===== config.mk =====
export PLATFORM = sky130hd
export DESIGN_NAME = mmio_uart_gpio
export DESIGN_NICKNAME = d
export VERILOG_FILES = /design/src/rtl/mmio_uart_gpio.sv
export SDC_FILE = /design/constraint.sdc
export NUM_CORES = 1
export LEC_CHECK = 0
export CORE_ASPECT_RATIO = 1.5
export CORE_UTILIZATION = 35
export DETAILED_ROUTE_END_ITERATION = 10
export MAX_ROUTING_LAYER = met4
export PLACE_DENSITY = 0.74
export SLEW_MARGIN = 30
export SYNTH_ARGS = -nofsm -noshare
export SYNTH_HDL_FRONTEND = slang
export SYNTH_SLANG_ARGS = --single-unit

===== constraint.sdc =====
create_clock -name clock -period 3.7 [get_ports clock]
set_clock_uncertainty 0.1 [all_clocks]
set_input_delay 1.11 -clock clock [delete_from_list [all_inputs] [get_ports clock]]
set_output_delay 1.11 -clock clock [all_outputs]
set_load 0.005 [all_outputs]

===== src/rtl/mmio_uart_gpio.sv =====
`timescale 1ns/1ps
`default_nettype none
// +--------------------------------------------------------------------------+
// | Module      : mmio_uart_gpio                                             |
// | Description : MMIO peripheral with a posted TX byte FIFO for the serial  |
// |               transmitter, a GPIO output register with set/clear, and a  |
// |               readable status word carrying a sticky error flag.         |
// | Revision    : 1.0 - initial release                                      |
// +--------------------------------------------------------------------------+

package mmio_uart_gpio_pkg;
  typedef enum logic [1:0] {
    write_byte     = 2'd0,
    write_halfword = 2'd1,
    write_word     = 2'd2
  } mem_write_width_t;
endpackage

module mmio_uart_gpio
  import mmio_uart_gpio_pkg::*;
#(
  parameter logic [31:0]           BASE_ADDR  = 32'h0003_0000,
  parameter int                    FIFO_DEPTH = 8,
  parameter int                    GPIO_WIDTH = 2,
  parameter logic [GPIO_WIDTH-1:0] GPIO_RESET = '0
) (
  input  logic                  clock,
  input  logic                  reset_n,
  input  logic                  mmio_enable,
  input  logic                  mmio_write,
  input  logic [31:0]           mmio_addr,
  input  mem_write_width_t      mmio_width,
  input  logic [31:0]           mmio_w_data,
  output logic [31:0]           mmio_r_data,
  output logic                  mmio_complete,
  output logic [7:0]            tx_data,
  output logic                  tx_valid,
  input  logic                  tx_ready,
  output logic [GPIO_WIDTH-1:0] gpio_out
);

  localparam int c_ptr_w = $clog2(FIFO_DEPTH);
  localparam int c_lvl_w = c_ptr_w + 1;
  localparam logic [c_ptr_w:0]  c_ptr_one = 1;
  localparam logic [31:0]       c_off_tx     = 32'h00;
  localparam logic [31:0]       c_off_status = 32'h04;
  localparam logic [31:0]       c_off_gpio   = 32'h08;
  localparam logic [31:0]       c_off_set    = 32'h0C;
  localparam logic [31:0]       c_off_clr    = 32'h10;

  typedef enum logic [0:0] {
    ST_IDLE = 1'b0,
    ST_RESP = 1'b1
  } state_t;

  state_t r_state;
  state_t w_state_next;

  logic [7:0]            r_mem [FIFO_DEPTH];
  logic [c_ptr_w:0]      r_wptr;
  logic [c_ptr_w:0]      r_rptr;
  logic                  r_err;
  logic [GPIO_WIDTH-1:0] r_gpio;
  logic [31:0]           r_rdata;

  logic [31:0]           w_offset;
  logic                  w_sel_tx, w_sel_status, w_sel_gpio, w_sel_set, w_sel_clr;
  logic [c_lvl_w-1:0]    w_level;
  logic                  w_full, w_empty;
  logic                  w_push_req, w_blocked, w_accept, w_complete;
  logic                  w_push, w_pop, w_err_set, w_err_clr;
  logic [31:0]           w_status;
  logic [31:0]           w_rdata;
  logic                  w_unused;

  // Only the low data bits reach a register; the rest is intentionally dropped.
  assign w_unused = &{1'b0, mmio_w_data};

  assign w_offset     = mmio_addr - BASE_ADDR;
  assign w_sel_tx     = (w_offset == c_off_tx);
  assign w_sel_status = (w_offset == c_off_status);
  assign w_sel_gpio   = (w_offset == c_off_gpio);
  assign w_sel_set    = (w_offset == c_off_set);
  assign w_sel_clr    = (w_offset == c_off_clr);

  // Pointers carry one extra wrap bit, so their difference is the level.
  assign w_level  = r_wptr - r_rptr;
  assign w_empty  = (r_wptr == r_rptr);
  assign w_full   = (w_level == c_lvl_w'(FIFO_DEPTH));
  assign tx_valid = ~w_empty;
  assign tx_data  = r_mem[r_rptr[c_ptr_w-1:0]];

  // Only a byte push into a full FIFO has to wait; every other access is taken.
  assign w_push_req = mmio_write && w_sel_tx && (mmio_width == write_byte);
  assign w_blocked  = w_push_req && w_full;
  assign w_push     = w_accept && w_push_req;
  assign w_pop      = tx_valid && tx_ready;
  assign w_err_set  = w_accept && mmio_write && w_sel_tx && (mmio_width != write_byte);
  assign w_err_clr  = w_accept && mmio_write && w_sel_status;

  // Status word and read-data mux, sampled at the accepting edge.
  always_comb begin
    w_status                = '0;
    w_status[c_lvl_w-1:0]   = w_level;
    w_status[16]            = w_full;
    w_status[17]            = w_empty;
    w_status[18]            = w_empty && !tx_valid;
    w_status[19]            = r_err;
    w_rdata                 = '0;
    if (!mmio_write) begin
      if (w_sel_status) begin
        w_rdata = w_status;
      end else if (w_sel_gpio) begin
        w_rdata[GPIO_WIDTH-1:0] = r_gpio;
      end
    end
  end

  // FSM state register.
  always_ff @(posedge clock or negedge reset_n) begin
    if (!reset_n) begin
      r_state <= ST_IDLE;
    end else begin
      r_state <= w_state_next;
    end
  end

  // FSM next state: accept in IDLE, pulse completion in RESP.
  always_comb begin
    w_state_next = r_state;
    w_accept     = 1'b0;
    w_complete   = 1'b0;
    case (r_state)
      ST_IDLE: begin
        if (mmio_enable && !w_blocked) begin
          w_accept     = 1'b1;
          w_state_next = ST_RESP;
        end
      end
      ST_RESP: begin
        w_complete   = 1'b1;
        w_state_next = ST_IDLE;
      end
      default: w_state_next = ST_IDLE;
    endcase
  end

  assign mmio_complete = w_complete;
  assign mmio_r_data   = w_complete ? r_rdata : '0;
  assign gpio_out      = r_gpio;

  // FIFO storage; contents need no reset because the pointers gate visibility.
  always_ff @(posedge clock) begin
    if (w_push) begin
      r_mem[r_wptr[c_ptr_w-1:0]] <= mmio_w_data[7:0];
    end
  end

  // FIFO pointers.
  always_ff @(posedge clock or negedge reset_n) begin
    if (!reset_n) begin
      r_wptr <= '0;
      r_rptr <= '0;
    end else begin
      if (w_push) r_wptr <= r_wptr + c_ptr_one;
      if (w_pop)  r_rptr <= r_rptr + c_ptr_one;
    end
  end

  // Sticky error flag, GPIO register and captured read data.
  always_ff @(posedge clock or negedge reset_n) begin
    if (!reset_n) begin
      r_err   <= 1'b0;
      r_gpio  <= GPIO_RESET;
      r_rdata <= '0;
    end else begin
      if (w_err_set) begin
        r_err <= 1'b1;
      end else if (w_err_clr) begin
        r_err <= 1'b0;
      end
      if (w_accept && mmio_write) begin
        if (w_sel_gpio) begin
          r_gpio <= mmio_w_data[GPIO_WIDTH-1:0];
        end else if (w_sel_set) begin
          r_gpio <= r_gpio | mmio_w_data[GPIO_WIDTH-1:0];
        end else if (w_sel_clr) begin
          r_gpio <= r_gpio & ~mmio_w_data[GPIO_WIDTH-1:0];
        end
      end
      if (w_accept) begin
        r_rdata <= w_rdata;
      end
    end
  end

endmodule

`default_nettype wire


==> results of run 1 <==
-- registers in the layout (all words and copies together), names as in the netlist, named ones only --
name and cells:
r_wptr 4, r_rdata 7, r_err 1, r_mem 64
r_rptr 4, r_state 1
-- worst max-delay path: stages, from the launching register on --
cell and delay (ns):
dfrtp_1 0.50, buf_12 0.23, mux4_2 0.52, nand2_1 0.08, nand2_1 0.07, clkdlybuf4s50_1 0.46
-- path summary, 6_finish.rpt --
check / end / slack [ns]
setup / recovery: tx_data[6] / 0.29
hold / removal: r_rptr[3] / 0.39
setup reg to reg: r_mem[1][1] / 0.69
hold reg to reg: r_rptr[3] / 0.39
max in group asynchronous: asynchronous set/reset pin / 2.59
min in group asynchronous: r_rdata[3] / 0.60
-- cell families (layout without fill, tap and decap cells) --
family | count (synthesis) | after routing | share of synthesized area
simple gates | 93 | 93 | 0.1420
flops | 83 | 83 | 0.6141
buf+inv | 40 | 105 | 0.06570
mux | 19 | 19 | 0.1006
compound gates | 16 | 16 | 0.03750
xor+xnor | 8 | 8 | 0.01795
fa+ha+maj | 6 | 6 | 0.02115
other cells | 1 | 24 | 0.0009606
-- Yosys cell counts (2+ instances only) --
| library cell | number | share of area |
|---|---|---|
| xnor2_1 | 5 | 0.011 |
| xor2_1 | 3 | 0.0067 |
| nand3_1 | 7 | 0.0090 |
| a22oi_1 | 2 | 0.0038 |
| a22o_1 | 2 | 0.0045 |
| edfxtp_1 | 64 | 0.49 |
| nor2_1 | 9 | 0.0087 |
| or3_1 | 4 | 0.0064 |
| nand3_2 | 2 | 0.0051 |
| buf_2 | 2 | 0.0026 |
| buf_4 | 25 | 0.048 |
| nor4_1 | 12 | 0.019 |
| mux4_2 | 16 | 0.092 |
| nand4_1 | 4 | 0.0064 |
| and2_1 | 7 | 0.011 |
| dfrtp_1 | 19 | 0.12 |
| nor3_1 | 4 | 0.0051 |
| nor4_4 | 2 | 0.011 |
| nand2_1 | 29 | 0.028 |
| clkbuf_1 | 2 | 0.0019 |
| o2bb2ai_1 | 7 | 0.016 |
| inv_1 | 8 | 0.0077 |
| nor4_2 | 3 | 0.0096 |
| ha_1 | 5 | 0.016 |
-- power groups by stage --
stage / Combinational [uW] / Clock [uW] / Sequential [uW]
floorplan: 50.6 / 0 / 1030
global placement: 108 / 0 / 1030
detailed placement: 112 / 0 / 1030
CTS: 112 / 832 / 1010
global route: 123 / 874 / 1010
finish: 111 / 824 / 1010
-- metal layers --
layer	vias to the layer above	GRT usage	wire length, um
met5	-	-	0
met4	0	0.07616	172
met3	15	0.02136	466
met2	121	0.2650	4312
met1	1207	0.1732	3003
li1	1136	-	-
-- final cells by class --
type / instances / area (um^2) / share of cell area
timing repair buffer: 80 / 785.8 / 0.1568
inverter: 9 / 33.78 / 0.006743
multi-input combinational: 166 / 1336 / 0.2667
sequential: 83 / 2397 / 0.4785
tap: 144 / 180.2 / 0.03596
clock inverter: 7 / 51.30 / 0.01024
clock buffer: 9 / 225.2 / 0.04496
-- stage by stage --
step	area, um^2	util
6_report	5010	0.4680
5_1_grt	5010	0.4680
4_1_cts	5015	0.4684
3_5_place_dp	4738	0.4426
3_3_place_gp	4738	0.4426
2_1_floorplan	3990	-
==> implementation parameters, run 1 <==
Parameter                              Value

Outcome
  Status ... complete, no violations

Place
  Gpl congestion ... roughly 0.85
  Cell count after placement ... 482
  Port bufs ... 66
  Worst-case setup slack after placement ... ~0.05 ns
  Detailed-placement wirelength estimate ... 5804 um

Clock network
  Post_cts resized ... 0
  CTS H-Tree Depth ... 3
  Clock transition at the registers of the reported paths ... ~0.06 ns
  Clock tree root driver cell ... clkbuf_16
  Clock latency of the later-clocked register in the worst-skew pair ... around 0.34 ns
  CTS tree ... built
  Hold buffer count at cts ... 0
  Largest buffer count on any clock path ... 2
  Setup Buffers After CTS ... 0
  CTS Buf Count ... 9
  Clock sink total ... slightly above 80

Die
  Die Span X ... around 90 um
  Initial core utilization ... 0.3647
  Total number of placement rows ... between 40 and 50
  Die Area ... approximately 12000 um^2
  Die Ht ... about 130 um
  Number of primary I/O pins ... around 120
  Area of the placeable core ... around 11000 um^2

Synthesis
  Share of synthesized area occupied by flip-flops and latches ... 0.6141
  Post-synthesis instance total ... about 270
  Synthesized area per cell ... between 10 and 15 um^2
  Number of enable-type register cells in the synthesized netlist ... 64
  Async set-reset flop share out of synthesis ... 0.2289
  Synth Cell Area ... approximately 3900 um^2
  Yosys warning total ... 0
  Post-synthesis register bit count ... 83
  Most used DFF post-synth ... edfxtp_1
  Count of distinct cell types in the synthesized netlist ... between 40 and 50

Timing
  Final setup violation count ... 0
  Worst slack on hold paths ... just under 0.4 ns
  Post-route fraction of the period consumed by the critical path ... 0.9207
  Summed negative setup slack over all endpoints ... 0 ns
  Max-slew violation count ... 0
  Min Clock Period, post-route ... about 3.4 ns
  Setup ws final ... about 0.29 ns
  Max Freq ... about 0.3 GHz
  Final Hold Vio Count ... 0
  Setup repair after global routing missed its margin ... no

Drt
  DR vias ... about 2500
  WL/cell ... ~16 um
  Number of vias per cell ... ~5
  Pre-antenna DRT Iters ... 4
  Count of routing violations after the opening detailed-route iteration ... 84
  Number of antenna-violating nets in the routed design ... 0
  Remaining routing DRC violations ... 0
  Routed wire length ... 7955 um

Pwr
  Ratio of total power to cell area ... ~390 nW/um^2
  Proportion of power drawn by combinational gates ... 0.057
  Max rail drop VDD ... 0.2497 mV
  Overall power consumption ... just under 2000 uW
  Internal power consumption ... 1524 uW
  Portion of total power attributed to the clock network ... 0.424
  Switching Fraction ... 0.2158
  Share of total power in sequential cells ... 0.519
  Leakage ... between 0.0015 and 0.002 uW
  Net Sw Power ... about 420 uW

Layout
  Count of fill cells added during filler insertion ... 944
  Net count, final ... approximately 430
  Most common cell after layout, fill and taps aside ... clkdlybuf4s50_1
  Share of post-route cells with drive strength above 1 ... 0.1751
  Commonest cells after routing, fill and taps aside ... clkdlybuf4s50_1, edfxtp_1, nand2_1
  Antenna fix cells ... 0
  Number of standard cells in the layout, taps in and fillers out ... approximately 500
  Synthesis-to-finish area growth ... 28.33%

Global route
  Number of antenna violations at the first check in global routing ... 0
  Global-route wire length before repair ... 12840 um
  GRT Residual Overflow ... 0
  Maximum number of pins on one net before global-route repair ... 21
  Overall Global Routing Usage ... 0.1550
  Number of global-route vias before repair ... between 2000 and 3000

Setup path
  Critical path data arrival time ... 2.20 ns
  Endpoint class of the critical path ... output port
  Crit path max fanout ... 16
  Startpoint class of the critical path ... flip-flop
  Reg2Reg Depth ... 9
  Critical Path RT ... 2.49 ns
  Critical path origin ... r_rptr[0]
  RR Startpoint ... r_wptr[0]
  Type of the worst setup path ... flip-flop to output port

Flow run
  Max-capacitance violation count ... 0

Min path
  Worst hold path type ... flip-flop to flip-flop
  Hold-critical path depth ... 1
  Start point of the worst min-delay path ... r_rptr[3]
No activity file was read; power rests on OpenSTA's default activity.
==> run 2: changes to the inputs <==
--- a/config.mk
+++ b/config.mk
@@ -6,6 +6,7 @@
 export NUM_CORES = 1
 export LEC_CHECK = 0
 export CORE_ASPECT_RATIO = 1.5
+export CORE_MARGIN = 10
 export CORE_UTILIZATION = 35
 export DETAILED_ROUTE_END_ITERATION = 10
 export MAX_ROUTING_LAYER = met4
==> run 2 against run 1 <==
- global-route usage down 4.0 points
- highest routed layer unchanged
- largest cell class unchanged
- maximum frequency about the same
- cell count up 0.40%
- sequential share of layout area about the same
- register-to-register slack worse by 0.03 ns
==> implementation parameters, run 2 (synthesis gave the netlist of run 1 again) <==
Parameter                              Value

Pwr
  Proportion of power drawn by combinational gates ... 0.056
  Overall power consumption ... 1969 uW
  Max rail drop VDD ... ~0.23 mV
  Net Sw Power ... slightly below 400 uW
  Share of total power in sequential cells ... 0.512
  Ratio of total power to cell area ... between 300 and 400 nW/um^2
  Portion of total power attributed to the clock network ... 0.431
  Leakage ... ~0.0018 uW
  Switching Fraction ... 0.1963
  Internal power consumption ... between 1500 and 2000 uW

Global route
  Maximum number of pins on one net before global-route repair ... 21
  Overall Global Routing Usage ... 0.1153
  Global-route wire length before repair ... around 14000 um
  Number of antenna violations at the first check in global routing ... 0
  Number of global-route vias before repair ... 2729
  GRT Residual Overflow ... 0

Setup path
  Series of cell instances along the critical path ... buf_12, mux4_2, nand2_1, nand2_1, clkdlybuf4s50_1
  Crit path max-delay family ... buffers and inverters
  Standard cell with the maximum stage delay on the critical path ... mux4_2
  Type of the worst setup path ... flip-flop to output port
  Startpoint class of the critical path ... flip-flop
  Critical Path RT ... approximately 2.5 ns
  Critical path data arrival time ... between 2 and 2.5 ns
  Library cell appearing most often on the critical path ... nand2_1
  Critical path buffer and inverter count ... 2
  Crit-path max cell delay ... 0.52 ns
  Endpoint class of the critical path ... output port
  Crit path max fanout ... 16

Layout
  Number of standard cells in the layout, taps in and fillers out ... 500
  Antenna fix cells ... 0
  Count of fill cells added during filler insertion ... ~990
  Share of post-route cells with drive strength above 1 ... 0.1700
  Synthesis-to-finish area growth ... 28.30%
  Commonest cells after routing, fill and taps aside ... clkdlybuf4s50_1, edfxtp_1, nand2_1
  Area of the multi-input gates ... approximately 1300 um^2
  Total area of sequential cells ... about 2400 um^2
  Most common cell after layout, fill and taps aside ... clkdlybuf4s50_1
  Max FFs per register ... 64
  Net count, final ... around 430

Drt
  Pre-antenna DRT Iters ... 4
  Number of vias per cell ... roughly 4.9
  Count of routing violations after the opening detailed-route iteration ... about 110
  Remaining routing DRC violations ... 0
  Routed wire length ... roughly 8600 um
  DR vias ... 2440
  Number of antenna-violating nets in the routed design ... 0
  WL/cell ... approximately 17 um

Outcome
  Status ... complete, no violations

Die
  Die Span X ... around 110 um
  Area of the placeable core ... 11000 um^2
  Number of primary I/O pins ... ~120
  Die Ht ... between 100 and 150 um
  Total number of placement rows ... 47
  Die Area ... about 16000 um^2
  Initial core utilization ... 0.3550

Clock network
  Clock sink total ... 83
  CTS tree ... built
  Setup Buffers After CTS ... 0
  Clock latency of the later-clocked register in the worst-skew pair ... between 0.3 and 0.4 ns
  CTS H-Tree Depth ... 3
  Clock transition at the registers of the reported paths ... about 0.06 ns
  CTS Buf Count ... 9
  Hold buffer count at cts ... 0
  Clock tree root driver cell ... clkbuf_16
  Largest buffer count on any clock path ... 2
  Post_cts resized ... 0

Timing
  Final setup violation count ... 0
  Summed negative setup slack over all endpoints ... 0 ns
  Setup repair after global routing missed its margin ... no
  Max Freq ... 0.2937 GHz
  Min Clock Period, post-route ... 3.405 ns
  Final Hold Vio Count ... 0
  Post-route fraction of the period consumed by the critical path ... 0.9202
  Max-slew violation count ... 0

Min path
  Worst hold path type ... flip-flop to flip-flop

Place
  Cell count after placement ... around 490
  Detailed-placement wirelength estimate ... around 6400 um
  Gpl congestion ... ~0.8
  Port bufs ... 66

Flow run
  Max-capacitance violation count ... 0
==> run 2: cell types whose count changed in the layout (fill, tap and decap cells not counted), sizes merged <==
cell | previous run | this run
inv | 10 | 8
bufinv | 0 | 1
clkbuf | 9 | 10
clkinv | 4 | 3
==> run 2: worst paths after layout <==
check	cells after the start	end	slack, ns	start
worst max-delay path	5	tx_data[1]	0.30	r_rptr[0]
worst min-delay path	1	r_rdata[19]	0.38	r_rdata[19]
worst max register to register	9	r_mem[5][6]	0.66	r_wptr[0]
worst min register to register	1	r_rdata[19]	0.38	r_rdata[19]
max in group asynchronous	1	r_wptr[2]	2.57	reset_n
min in group asynchronous	1	r_rdata[18]	0.62	reset_n
==> run 2: power by group through the flow <==
stage               sequential (uW)  clock [uW]  combinational [uW]
floorplan                      1030           0                50.6
global placement               1030           0                 108
detailed placement             1030           0                 112
CTS                            1010         868                 112
global route                   1010         909                 122
finish                         1010         850                 111
==> run 2: layout make-up <==
type	count	area share
clock buffer	10	0.04572
clock inverter	5	0.01099
inverter	9	0.006745
sequential	83	0.4786
multi-input combinational	166	0.2668
tap	147	0.03672
timing repair buffer	80	0.1544
==> run 2: routing by layer <==
| metal | GRT usage | vias up | share of wire |
|---|---|---|---|
| met4 | 0.03533 | 0 | 0.0096 |
| met5 | - | - | 0 |
| met2 | 0.1920 | 103 | 0.51 |
| li1 | - | 1137 | - |
| met3 | 0.04715 | 10 | 0.071 |
| met1 | 0.1227 | 1190 | 0.40 |
==> run 2: stage by stage <==
| stage | hold slack [ns] | cell area [um^2] | utilization | worst slack, ns |
|---|---|---|---|---|
| 6_report | 0.3790 | 5009 | 0.4555 | 0.2951 |
| 5_1_grt | 0.3999 | 5009 | 0.4555 | 0.1720 |
| 4_1_cts | 0.3867 | 5014 | 0.4559 | 0.2625 |
| 3_5_place_dp | 0.3661 | 4730 | 0.4301 | 0.009833 |
| 3_3_place_gp | 0.3710 | 4730 | 0.4301 | 0.1264 |
| 2_1_floorplan | 0.3481 | 3990 | - | 0.1628 |
==> run 3: changes to the inputs <==
--- a/config.mk
+++ b/config.mk
@@ -8,6 +8,7 @@
 export CORE_ASPECT_RATIO = 1.5
 export CORE_MARGIN = 10
 export CORE_UTILIZATION = 35
+export CTS_BUF_LIST = sky130_fd_sc_hd__clkbuf_16
 export DETAILED_ROUTE_END_ITERATION = 10
 export MAX_ROUTING_LAYER = met4
 export PLACE_DENSITY = 0.74
==> run 3 against run 2 <==
- sequential share of layout area did not move
- worst setup slack barely moved
- combinational power barely moved
- first-iteration DRC count rose by 0.92%
- clock power barely moved
- total power fell by 0.13%
- die area did not move
- final area did not move
- core utilization did not move
- non-clock buffer count did not move
- maximum frequency barely moved
- critical path type unchanged
- largest power group unchanged
==> implementation parameters, run 3 (synthesis gave the netlist of run 1 again) <==
Parameter                              Value

Outcome
  Status ... complete, no violations

Timing
  Setup repair after global routing missed its margin ... no
  Final Hold Vio Count ... 0
  Min Clock Period, post-route ... 3.405 ns
  Post-route fraction of the period consumed by the critical path ... 0.9203
  Final setup violation count ... 0
  Summed negative setup slack over all endpoints ... 0 ns
  Max Freq ... around 0.29 GHz
  Max-slew violation count ... 0

Global route
  GRT Residual Overflow ... 0
  Maximum number of pins on one net before global-route repair ... 21
  Number of global-route vias before repair ... between 2000 and 3000
  Global-route wire length before repair ... about 14000 um
  Overall Global Routing Usage ... 0.1153
  Number of antenna violations at the first check in global routing ... 0

Clock network
  CTS H-Tree Depth ... 3
  Clock transition at the registers of the reported paths ... 0.06 ns
  CTS Buf Count ... 9
  CTS tree ... built
  Post_cts resized ... 0
  Clock sink total ... 83
  Clock tree root driver cell ... clkbuf_16
  Clock latency of the later-clocked register in the worst-skew pair ... 0.33 ns
  Setup Buffers After CTS ... 0
  Hold buffer count at cts ... 0
  Largest buffer count on any clock path ... 2

Setup path
  Crit path max fanout ... 16
  Startpoint class of the critical path ... flip-flop
  Endpoint class of the critical path ... output port
  Type of the worst setup path ... flip-flop to output port
  Critical Path RT ... approximately 2.5 ns
  Critical path data arrival time ... between 2 and 2.5 ns

Die
  Initial core utilization ... 0.3550
  Number of primary I/O pins ... roughly 120
  Total number of placement rows ... 47
  Die Span X ... around 110 um
  Area of the placeable core ... 11000 um^2
  Die Ht ... between 100 and 150 um
  Die Area ... roughly 16000 um^2

Drt
  WL/cell ... 17.21 um
  Count of routing violations after the opening detailed-route iteration ... 110
  Routed wire length ... roughly 8600 um
  Pre-antenna DRT Iters ... 4
  DR vias ... between 2000 and 2500
  Number of antenna-violating nets in the routed design ... 0
  Remaining routing DRC violations ... 0
  Number of vias per cell ... about 5

Place
  Cell count after placement ... 485
  Detailed-placement wirelength estimate ... 6362 um
  Gpl congestion ... between 0.7 and 0.8
  DP Area ... 4730 um^2
  Port bufs ... 66

Layout
  Commonest cells after routing, fill and taps aside ... clkdlybuf4s50_1, edfxtp_1, nand2_1
  Max FFs per register ... between 60 and 70
  Count of fill cells added during filler insertion ... 986
  Net count, final ... around 430
  Most common cell after layout, fill and taps aside ... clkdlybuf4s50_1
  Antenna fix cells ... 0
  Design area ... 5009 um^2
  Share of post-route cells with drive strength above 1 ... 0.1700
  Number of standard cells in the layout, taps in and fillers out ... 500
  Synthesis-to-finish area growth ... 28.30%

Pwr
  Proportion of power drawn by combinational gates ... 0.057
  Overall power consumption ... 1967 uW
  Switching Fraction ... 0.1967
  Ratio of total power to cell area ... roughly 390 nW/um^2
  Net Sw Power ... 386.9 uW
  Portion of total power attributed to the clock network ... 0.431
  Max rail drop VDD ... 0.2328 mV
  Internal power consumption ... 1580 uW
  Share of total power in sequential cells ... 0.513
  Leakage ... approximately 0.0018 uW

Min path
  Worst hold path type ... flip-flop to flip-flop

Flow run
  Max-capacitance violation count ... 0
==> run 3: final cells by class <==
| class | instances | area, um^2 | area share |
|---|---|---|---|
| timing repair buffer | 80 | 773.2 | 0.1544 |
| multi-input combinational | 166 | 1336 | 0.2668 |
| inverter | 9 | 33.78 | 0.006745 |
| tap | 147 | 183.9 | 0.03672 |
| clock inverter | 6 | 58.81 | 0.01174 |
| clock buffer | 9 | 225.2 | 0.04497 |
| sequential | 83 | 2397 | 0.4786 |
==> run 3: layer usage <==
layer	up-vias	wire (um)	GRT usage
met5	-	0	-
met4	0	83	0.03533
met3	10	611	0.04715
met2	103	4425	0.1920
met1	1190	3483	0.1227
li1	1137	-	-
==> run 3: final timing paths <==
kind | from | endpoint | slack (ns) | cells past startpoint
max | r_rptr[0] | tx_data[1] | 0.29 | 5
min | r_rdata[19] | r_rdata[19] | 0.38 | 1
max reg2reg | r_wptr[0] | r_mem[5][6] | 0.66 | 9
min reg2reg | r_rdata[19] | r_rdata[19] | 0.38 | 1
max in group asynchronous | reset_n | r_wptr[2] | 2.57 | 1
min in group asynchronous | reset_n | r_rdata[18] | 0.62 | 1
==> run 3: metrics by stage <==
| stage | worst slack, ns | hold slack [ns] | utilization |
|---|---|---|---|
| 3_5_place_dp | 0.009833 | 0.3661 | 0.4301 |
| 6_report | 0.2948 | 0.3790 | 0.4555 |
| 4_1_cts | 0.2625 | 0.3867 | 0.4559 |
| 2_1_floorplan | 0.1628 | 0.3481 | - |
| 5_1_grt | 0.1720 | 0.3999 | 0.4555 |
| 3_3_place_gp | 0.1264 | 0.3710 | 0.4301 |
==> run 3: power groups by stage <==
stage          clock (uW)  combinational (uW)  sequential (uW)
3_5_place_dp            0                 112             1030
3_3_place_gp            0                 108             1030
5_1_grt               907                 122             1010
2_1_floorplan           0                50.6             1030
6_report              847                 111             1010
4_1_cts               865                 112             1010
==> run 3: worst max-delay path, stage by stage, from the launching register on <==
cell             delay (ns)
dfrtp_1                0.50
buf_12                 0.22
mux4_2                 0.52
nand2_1                0.09
nand2_1                0.07
clkdlybuf4s50_1        0.46
